--- config.mk ---
export PLATFORM = sky130hd
export DESIGN_NAME = shift_exec
export DESIGN_NICKNAME = d
export VERILOG_FILES = /design/src/rtl/shift_exec.sv
export SDC_FILE = /design/constraint.sdc
export NUM_CORES = 1
export LEC_CHECK = 0
export CAP_MARGIN = 40
export CORE_MARGIN = 2
export CORE_UTILIZATION = 55
export CTS_BUF_LIST = sky130_fd_sc_hd__clkbuf_8
export CTS_CLUSTER_SIZE = 8
export DETAILED_ROUTE_END_ITERATION = 16
export GPL_ROUTABILITY_DRIVEN = 0
export PLACE_DENSITY_LB_ADDON = 0.2
export REMOVE_ABC_BUFFERS = 1
export SKIP_CTS_REPAIR_TIMING = 1
export SLEW_MARGIN = 20
export SYNTH_ARGS = -nofsm -noshare
export SYNTH_HDL_FRONTEND = slang
export SYNTH_SLANG_ARGS = --single-unit
export TNS_END_PERCENT = 10
--- constraint.sdc ---
create_clock -name clk -period 2.3 [get_ports clk]
set_clock_uncertainty 0.2 [all_clocks]
set_input_delay 0.46 -clock clk [delete_from_list [all_inputs] [get_ports clk]]
set_output_delay 0.46 -clock clk [all_outputs]
set_load 0.01 [all_outputs]
--- src/rtl/shift_exec.sv ---
// rtl/shift_exec.sv - multi-cycle shift/parity execution unit with persistent shift-carry
module shift_exec #(
    parameter int W = 8
) (
    input  logic         clk,
    input  logic         reset,
    input  logic         start,
    input  logic         sc_en,
    input  logic         sc_clr,
    input  logic         sc_pari,
    input  logic         sc_left,
    input  logic [2:0]   amt,
    input  logic [W-1:0] din,
    output logic         busy,
    output logic         done,
    output logic [W-1:0] dout,
    output logic         sc_o,
    output logic         pari_o
);

    // Counter must hold both W (parity) and 7 (largest shift amount).
    localparam int CWB = $clog2(W + 1);
    localparam int CW  = (CWB > 3) ? CWB : 3;

    typedef enum logic [1:0] {S_IDLE, S_RUN, S_DONE} state_t;
    typedef enum logic [1:0] {OP_NOP, OP_EN, OP_CLR, OP_PAR} op_t;

    state_t         state_q, state_d;
    op_t            op_q, op_d;
    logic           left_q, left_d;
    logic [CW-1:0]  cnt_q, cnt_d;
    logic [W-1:0]   data_q, data_d;
    logic [W-1:0]   orig_q, orig_d;
    logic           acc_q, acc_d;
    logic           sc_q, sc_d;
    logic [W-1:0]   dout_q, dout_d;
    logic           pari_q, pari_d;
    logic           done_q, done_d;
    logic           busy_q, busy_d;

    logic           fill;
    logic           out_bit;
    logic [W-1:0]   shifted;

    // One-bit step of the working register; parity and zero-fill shifts both use fill 0.
    always_comb begin
        fill    = (op_q == OP_EN) ? sc_q : 1'b0;
        out_bit = left_q ? data_q[W-1] : data_q[0];
        shifted = left_q ? {data_q[W-2:0], fill} : {fill, data_q[W-1:1]};
    end

    // Next-state logic for the IDLE/RUN/DONE sequencer and its datapath.
    always_comb begin
        state_d = state_q;
        op_d    = op_q;
        left_d  = left_q;
        cnt_d   = cnt_q;
        data_d  = data_q;
        orig_d  = orig_q;
        acc_d   = acc_q;
        sc_d    = sc_q;
        dout_d  = dout_q;
        pari_d  = pari_q;
        done_d  = done_q;
        busy_d  = busy_q;
        case (state_q)
            S_IDLE: begin
                if (start) begin
                    left_d  = sc_left;
                    data_d  = din;
                    orig_d  = din;
                    acc_d   = 1'b0;
                    state_d = S_RUN;
                    busy_d  = 1'b1;
                    if (sc_pari) begin
                        op_d  = OP_PAR;
                        cnt_d = CW'(W);
                    end else if (sc_clr) begin
                        op_d  = OP_CLR;
                        cnt_d = CW'(amt);
                    end else if (sc_en) begin
                        op_d  = OP_EN;
                        cnt_d = CW'(amt);
                    end else begin
                        op_d  = OP_NOP;
                        cnt_d = '0;
                    end
                end
            end
            S_RUN: begin
                if (cnt_q != '0) begin
                    data_d = shifted;
                    cnt_d  = cnt_q - CW'(1);
                    if (op_q == OP_PAR) begin
                        acc_d = acc_q ^ out_bit;
                    end else begin
                        sc_d = out_bit;
                    end
                end else begin
                    state_d = S_DONE;
                    done_d  = 1'b1;
                    case (op_q)
                        OP_PAR: begin
                            pari_d = acc_q;
                            sc_d   = acc_q;
                            dout_d = orig_q;
                        end
                        OP_EN, OP_CLR: dout_d = data_q;
                        default:       dout_d = orig_q;
                    endcase
                end
            end
            S_DONE: begin
                state_d = S_IDLE;
                done_d  = 1'b0;
                busy_d  = 1'b0;
            end
            default: begin
                state_d = S_IDLE;
                done_d  = 1'b0;
                busy_d  = 1'b0;
            end
        endcase
    end

    // State register; reset discards any operation in flight.
    always_ff @(posedge clk or posedge reset) begin
        if (reset) begin
            state_q <= S_IDLE;
            op_q    <= OP_NOP;
            left_q  <= 1'b0;
            cnt_q   <= '0;
            data_q  <= '0;
            orig_q  <= '0;
            acc_q   <= 1'b0;
            sc_q    <= 1'b0;
            dout_q  <= '0;
            pari_q  <= 1'b0;
            done_q  <= 1'b0;
            busy_q  <= 1'b0;
        end else begin
            state_q <= state_d;
            op_q    <= op_d;
            left_q  <= left_d;
            cnt_q   <= cnt_d;
            data_q  <= data_d;
            orig_q  <= orig_d;
            acc_q   <= acc_d;
            sc_q    <= sc_d;
            dout_q  <= dout_d;
            pari_q  <= pari_d;
            done_q  <= done_d;
            busy_q  <= busy_d;
        end
    end

    assign busy   = busy_q;
    assign done   = done_q;
    assign dout   = dout_q;
    assign sc_o   = sc_q;
    assign pari_o = pari_q;

endmodule

# After elaboration in Yosys (flattened, before gate mapping)
# Cells that the tools add are included.
[op_classes] n_eq_ne=9 bitwise=4 addsub=1 n_mux=30 reduce_logical=14 div_mod_pow=0 n_shift=0 multipliers=0 order_cmp=0
[ops] op="$mux 8" n=4
[ops] op="$pmux 8 s2" n=1
[ops] op="$mux 4" n=3
[ops] op="$mux 1" n=11
[ops] op="$ne 2x2->1 const B" n=5
[ops] op="$reduce_and 2->1" n=5
[ops] op="$reduce_and 3->1" n=3
[ops] op="$mux 2" n=4
[ops] op="$pmux 4 s2" n=1
[ops] op="$mux 3" n=2
[ops] op="$pmux 1 s2" n=3
[ops] op="$eq 2x1->1 const B" n=2
[ops] op="$eq 2x2->1 const B" n=2
[ops] op="$pmux 2 s2" n=1
[ops] op="$reduce_and 4->1" n=1
[ops] op="$reduce_bool 2->1" n=2
[ops] op="$reduce_bool 4->1" n=1
[ops] op="$sub 4x1->4 const B" n=1
[ops] op="$not 1->1" n=3
[ops] op="$logic_not 2->1" n=1
[ops] op="$reduce_or 2->1" n=1
[ops] op="$xor 1x1->1" n=1
[word_totals] output_inout_bits=12 memories=0 romBits=0 latchBits=0 mem_bits_rw=0 input_bits=18 ff_bits=38

# Longest topological paths before layout
# Gate-level depths: netlist of the first run.
[logic_depth] depth_word=5 depth_mapped=7 mapped_depth_nobuf=6

# Worst setup path before layout of the first run
# No wires, ideal clock.
[synth_path] kind="register -> register" start="reg cnt_q[0]" end="reg pari_q, in the netlist pari_o" n_path_buf=1 t_required_ns=1.975 t_arrival_ns=1.532 setup_slack_ns=0.443 stages_incl_launch_ff=8 period_less_slack_ns=1.857 path_cell_list="dfrtp_1 > inv_1 > ha_1 > nor3b_4 > and2_1 > buf_4 > nand2_1 > mux2_4"
[synth_via] elab_chain_len=3
[synth_lines] element="start: declaration" line_no="31" source="logic [CW-1:0] cnt_q, cnt_d;"
[synth_lines] element="start signal: assignment" line_no="145" source="cnt_q <= cnt_d;"
[synth_lines] element="$reduce_bool 4->1" line_no="91" source="if (cnt_q != '0) begin"
[synth_lines] element="$not 1->1 (no line)"
[synth_lines] element="$reduce_and 3->1 (no line)"
[synth_lines] element="end signal: assignment" line_no="151" source="pari_q <= pari_d;"
[synth_lines] element="end: declaration" line_no="37" source="logic pari_q, pari_d;"
# No other way between the ends.
# A chain may end at the register's enable or synchronous reset.

# Final worst setup path of the first run
[layout_path] start="reg cnt_q[0]" end="reg data_q[2]"
[layout_via] elab_chain_len=3
[layout_lines] element="$reduce_bool 4->1" line_no="91"
[layout_lines] element="$ne 2x2->1 (no line)"
[layout_lines] element="$reduce_and 3->1 (no line)"
[layout_lines] element="end signal: assignment" line_no="146" source="data_q <= data_d;"
[layout_lines] element="end: declaration" line_no="32" source="logic [W-1:0] data_q, data_d;"
# No other way between the ends.

==> parameters.txt, run 1 <==
Parameter                              Value

Status
  Status    finished clean

Worst hold path
  Class of the tightest hold or removal check    reg2reg
  Start point of the worst min-delay path    busy
  Worst Hold Path Cells    1
  Worst Hold End    busy

Floorplan
  Full die area    3820 sq um
  Vertical extent of the die    61.8 um
  Width of the die    around 62 um
  Effective utilization at floorplan    0.588
  Placeable Area    around 3100 sq um
  I/O pin count    30
  Number of core rows    20

Finish
  Antenna Diode Count    0
  Count of nets after finishing    234
  Fraction of final layout cells sized beyond drive strength 1    0.127
  Most frequent standard cell in the layout excluding fill and tap cells    dfrtp_1
  P&R area growth vs syn    23.6%
  Final instance area    2270 sq um
  Commonest cells after routing, fill and taps aside    dfrtp_1 (38), clkdlybuf4s50_1 (29), nor2_1 (22)

Pwr
  Clk pwr share    0.127
  Switch share    0.395
  Reported net switching power    1.40 mW
  Leakage power total    1.01 nW
  Maximum vdd ir drop    0.822 mV
  Power per unit of standard cell area    roughly 1600 nW/um^2
  Part of the power in combinational logic    0.514
  Overall power    3.54 mW
  Internal power component    2.14 mW
  Sequential share of power    0.359

Timing
  Final critical path time including I/O delays and setup    2040 ps
  Final hold slack    287 ps
  Sum of negative setup slack    0 ps
  Maximum achievable frequency    491 MHz
  Max-slew violation count    0
  Fraction of the cycle the final worst path needs    0.886
  Number of failing hold endpoints at the final stage    0
  Final setup fails    0
  Worst max-slew margin expressed relative to the limit    0.684
  RSZ-0062 raised after global routing    no
  Transition at the pin with the smallest max-transition slack    473 ps

Placed design
  Final HPWL from detailed placement    ~2800 um
  Instance area at placement    2190 sq um
  Quantity of I/O buffers inserted on ports    29

Yosys
  Synth Register Bits    38
  Total standard cell area after synthesis    1840 sq um
  Post-Syn Instances    179
  Share of the yosys chip area belonging to registers    0.517
  Number of warning messages in the yosys log    0
  Synth top area share    0.517
  Number of enable flip-flop cells after synthesis    0
  Mean area per synthesized cell    10.3 sq um
  Dominant cells by area after synthesis    dfrtp_1 (52%), mux2i_1 (8.2%), mux2_2 (5.5%), a21oi_1 (4.9%), nor2_1 (4.5%)
  Number of distinct library cells after synthesis    31
  Primary FF master, synth    dfrtp_1
  Share of synthesized registers carrying an async set or reset    1.00
  Yosys top cell by area    dfrtp_1

Job
  Max Cap Violations    0

Worst setup path
  Capture point of the worst reg-to-reg path    data_q[2]
  Data arrival time at the worst-slack endpoint    around 2100 ps
  Launch instance of the worst register-to-register path    cnt_q[0]
  Cell-by-cell listing of the critical path    inv_1, ha_1, nor3b_4, a211o_1, buf_4, nand2_1, o21ai_1
  Cell with the largest stage delay on the worst path    dfrtp_1
  Biggest fanout along the worst timing path    17
  R2R setup slack    approximately 260 ps
  Slowest Stage Delay on Critical Path    between 300 and 400 ps
  Path type of the worst setup path    reg2reg
  Worst Reg-to-Reg Cells    7
  CP startpoint kind    register
  Number of buffer and inverter stages on the critical path    2
  Family with the most delay on the worst path    simple AND/OR/NAND/NOR gates
  Crit end category    register
  Crit path required time    roughly 2300 ps

Clock tree
  Count of H-tree levels built during CTS    2
  Root buf cell    clkbuf_8
  CTS clk-pin slew, worst paths    approximately 70 ps
  Deepest clock path buffer count    2
  Skew-Pair Late Insertion Delay    between 200 and 300 ps
  Clock sinks    38
  Number of clock buffers inserted by TritonCTS    5
  Clock tree from TritonCTS    built

Drt
  Via total after detailed routing    1,368
  Initial drt markers    84
  Count of nets left with antenna violations after detail routing    0
  WL/cell    15.1 um
  Total DRC errors in the routed layout    0
  Wirelength, routed    slightly below 4000 um
  Pre-Repair DR Iteration Count    4
  Vias per cell    around 5.3

Global routing
  Antenna violations before repair    0
  Via count of the first global-routing pass    1,355
  Aggregate global routing overflow    0
  Total track usage    0.241
  Global-route wire length before repair    6500 um
  Maximum number of pins on one net before global-route repair    39
==> worst reg2reg max path, cell delays in order, from the launching register on <==
cell and delay, ps:
dfrtp_1 390, inv_1 90, ha_1 200, nor3b_4 330, a211o_1 320, buf_4 260
nand2_1 100, o21ai_1 80
==> cell usage after synthesis (all sizes together) (2+ instances only) <==
cell type and number:
nand2 13, nor2 22, nand3 3, a22oi 2
mux2 10, mux2i 15, inv 9, ha 3
o21ai 18, buf 10, nor3 2, nor3b 2
dfrtp 38, a21oi 18, nand2b 2, a21o 2
==> cell type report <==
cell class / count / area [sq um]
sequential: 38 / 951
fill: 243 / 856
multi-input combinational: 122 / 800
timing repair buffer: 37 / 350
clock buffer: 6 / 82.6
tap: 44 / 55.1
inverter: 9 / 33.8
==> worst max path at each step <==
stage | cells after the start | endpoint | slack [ps] | from
6_report | 7 | data_q[2] | 260 | cnt_q[0]
5_1_grt | 7 | data_q[1] | 130 | cnt_q[0]
4_1_cts | 7 | data_q[2] | 260 | cnt_q[0]
3_5_place_dp | 6 | data_q[2] | 230 | start
3_3_place_gp | 6 | data_q[4] | 280 | start
2_1_floorplan | 6 | pari_o | 220 | cnt_q[0]
==> state kept, by name, summed over array words and instances (netlist names), 2 cells and up <==
register and count:
cnt_q 4, data_q 8, state_q 2, orig_q 8, dout 8, op_q 2
==> routing by layer <==
metal	track usage	share of wire
met5	0	0
met4	0.0729	0.012
met3	0.0725	0.048
met2	0.398	0.50
met1	0.306	0.44
==> per-stage QoR <==
step / setup WS, ps / utilization / instances
floorplan: 215 / - / 169
global placement: 282 / 0.700 / 250
detailed placement: 229 / 0.700 / 250
CTS: 259 / 0.726 / 256
global route: 129 / 0.726 / 256
finish: 263 / 0.726 / 256
==> cells by family (layout without fill, tap and decap cells) <==
logic type,Yosys count,in the layout,share of synthesized area
flops,38,38,0.517
fa+ha+maj,3,3,0.0204
mux,25,25,0.145
simple gates,48,48,0.127
compound gates,45,45,0.138
xor+xnor,1,1,0.00477
buf+inv,19,52,0.0476
==> power groups by stage <==
stage	registers (mW)	logic (mW)	clock network, mW
6_report	1.27	1.82	0.449
3_3_place_gp	1.25	1.72	0
5_1_grt	1.31	2.03	0.495
4_1_cts	1.27	1.83	0.460
3_5_place_dp	1.28	1.82	0
2_1_floorplan	1.29	1.13	0
No activity file was read; power rests on OpenSTA's default activity.
==> inputs of run 2 (changes only) <==
--- a/config.mk
+++ b/config.mk
@@ -12,7 +12,7 @@
 export CTS_CLUSTER_SIZE = 8
 export DETAILED_ROUTE_END_ITERATION = 16
 export GPL_ROUTABILITY_DRIVEN = 0
-export PLACE_DENSITY_LB_ADDON = 0.2
+export PLACE_DENSITY = 0.94
 export REMOVE_ABC_BUFFERS = 1
 export SKIP_CTS_REPAIR_TIMING = 1
 export SLEW_MARGIN = 20
==> parameters.txt, run 2 (synthesized netlist as in run 1, its figures left out) <==
Parameter                              Value

Clock tree
  CTS clk-pin slew, worst paths    70 ps (about the same)
  Number of clock buffers inserted by TritonCTS    5 (unchanged)
  Deepest clock path buffer count    2 (unchanged)
  Skew-Pair Late Insertion Delay    290 ps (about the same)
  Count of H-tree levels built during CTS    2 (unchanged)
  Clock sinks    38 (unchanged)
  Root buf cell    clkbuf_8 (unchanged)
  Clock tree from TritonCTS    built (unchanged)

Worst setup path
  Slowest Stage Delay on Critical Path    390 ps (about the same)
  Worst Reg-to-Reg Cells    6 (was 7)
  Crit path required time    2280 ps (was 2320 ps)
  Biggest fanout along the worst timing path    7 (was 17)
  Crit end category    register (unchanged)
  CP startpoint kind    register (unchanged)
  Cell with the largest stage delay on the worst path    dfrtp_1 (unchanged)
  Data arrival time at the worst-slack endpoint    1980 ps (was 2050 ps)
  Cell-by-cell listing of the critical path    inv_1, ha_1, nor3b_4, and2_1, nand2_1, mux2_4 (was inv_1, ha_1, nor3b_4, a211o_1, buf_4, nand2_1, o21ai_1)
  Path type of the worst setup path    reg2reg (unchanged)

Placed design
  Final HPWL from detailed placement    2580 um (was 2750 um)
  Total instance count after detailed placement    250 (unchanged)
  Quantity of I/O buffers inserted on ports    29 (unchanged)
  Instance area at placement    2190 sq um (unchanged)
  Pre-CTS setup slack    135 ps (was 229 ps)

Timing
  Maximum achievable frequency    498 MHz (was 491 MHz)
  Worst max-slew margin expressed relative to the limit    0.669 (was 0.684)
  Final setup fails    0 (unchanged)
  Fraction of the cycle the final worst path needs    0.873 (was 0.886)
  Transition at the pin with the smallest max-transition slack    497 ps (was 473 ps)
  Final setup slack of the worst path    293 ps (was 263 ps)
  Sum of negative setup slack    0 ps (unchanged)
  Number of failing hold endpoints at the final stage    0 (unchanged)
  RSZ-0062 raised after global routing    no (unchanged)
  Max-slew violation count    0 (unchanged)
  Final critical path time including I/O delays and setup    2010 ps (was 2040 ps)

Job
  Max Cap Violations    0 (unchanged)

Floorplan
  Vertical extent of the die    61.8 um (unchanged)
  Placeable Area    3130 sq um (unchanged)
  Number of core rows    20 (unchanged)
  Full die area    3820 sq um (unchanged)
  Effective utilization at floorplan    0.588 (unchanged)
  Width of the die    61.8 um (unchanged)
  I/O pin count    30 (unchanged)

Finish
  Fraction of final layout cells sized beyond drive strength 1    0.140 (was 0.127)
  Antenna Diode Count    0 (unchanged)
  Commonest cells after routing, fill and taps aside    dfrtp_1 (38), clkdlybuf4s50_1 (29), nor2_1 (22) (unchanged)
  P&R area growth vs syn    25.1% (was 23.6%)
  Fin cells    258 (was 256)
  Count of nets after finishing    234 (unchanged)
  Final instance area    2300 sq um (was 2270 sq um)
  Most frequent standard cell in the layout excluding fill and tap cells    dfrtp_1 (unchanged)

Global routing
  Global-route wire length before repair    5870 um (was 6500 um)
  Maximum number of pins on one net before global-route repair    39 (unchanged)
  Via count of the first global-routing pass    1,281 (was 1,355)
  Total track usage    0.217 (was 0.241)
  Antenna violations before repair    0 (unchanged)
  Aggregate global routing overflow    0 (unchanged)

Pwr
  Leakage power total    1.02 nW (was 1.01 nW)
  Maximum vdd ir drop    0.786 mV (was 0.822 mV)
  Power per unit of standard cell area    1570 nW/um^2 (was 1560 nW/um^2)

Drt
  Count of nets left with antenna violations after detail routing    0 (unchanged)
  WL/cell    14.3 um (was 15.1 um)
  Pre-Repair DR Iteration Count    5 (was 4)
  Initial drt markers    65 (was 84)
  Vias per cell    5.51 (was 5.34)
  Wirelength, routed    3690 um (was 3850 um)
  Total DRC errors in the routed layout    0 (unchanged)
  Via total after detailed routing    1,422 (was 1,368)

Status
  Status    finished clean (unchanged)

Worst hold path
  Worst Hold Path Cells    1 (unchanged)
  Class of the tightest hold or removal check    reg2reg (unchanged)
==> run 2: cell count changes in the layout (fill, tap and decap cells not counted), sizes merged <==
cell | before | now
clkbuf | 6 | 5
bufinv | 0 | 1
clkinv | 0 | 2
==> run 2: final cells by class <==
type	count	area, sq um
sequential	38	951
tap	44	55.1
clock inverter	3	40.0
fill	201	828
clock buffer	5	68.8
inverter	9	33.8
multi-input combinational	122	801
timing repair buffer	37	350
==> run 2: path summary, 6_finish.rpt <==
check / start / end / slack, ps
setup / recovery: cnt_q[0] / pari_o / 290
hold / removal: busy / busy / 290
setup reg to reg: cnt_q[0] / pari_o / 290
hold reg to reg: busy / busy / 290
max in group asynchronous: reset / orig_q[1] / 1200
min in group asynchronous: reset / dout[5] / 370
==> run 2: metrics by stage <==
step	total power, mW	hold slack (ps)	utilization
after floorplan	2.42	272	-
after global placement	2.97	262	0.700
after detailed placement	3.07	279	0.700
after CTS	3.63	295	0.735
after global routing	3.91	320	0.735
final	3.62	289	0.735
==> run 2: metal layers <==
layer / part of all wire / global-route usage / vias up
li1: - / - / 682
met1: 0.46 / 0.284 / 696
met2: 0.48 / 0.343 / 38
met3: 0.046 / 0.0600 / 6
met4: 0.016 / 0.0881 / 0
met5: 0 / 0 / -
==> run 2: where the power goes <==
group	leakage [nW]	internal (mW)	switching (mW)
logic	0.508	0.895	0.918
registers	0.454	1.01	0.250
clock network	0.0579	0.319	0.226
total	1.02	2.23	1.39
==> run 2: critical path, delay by kind of cell, from the launching register on <==
kind / cells / cell delay [ps]
and+or+nand+nor: 3 / 740
DFF: 1 / 390
muxes: 1 / 300
adders and majority gates: 1 / 190
buffers and inverters: 1 / 80
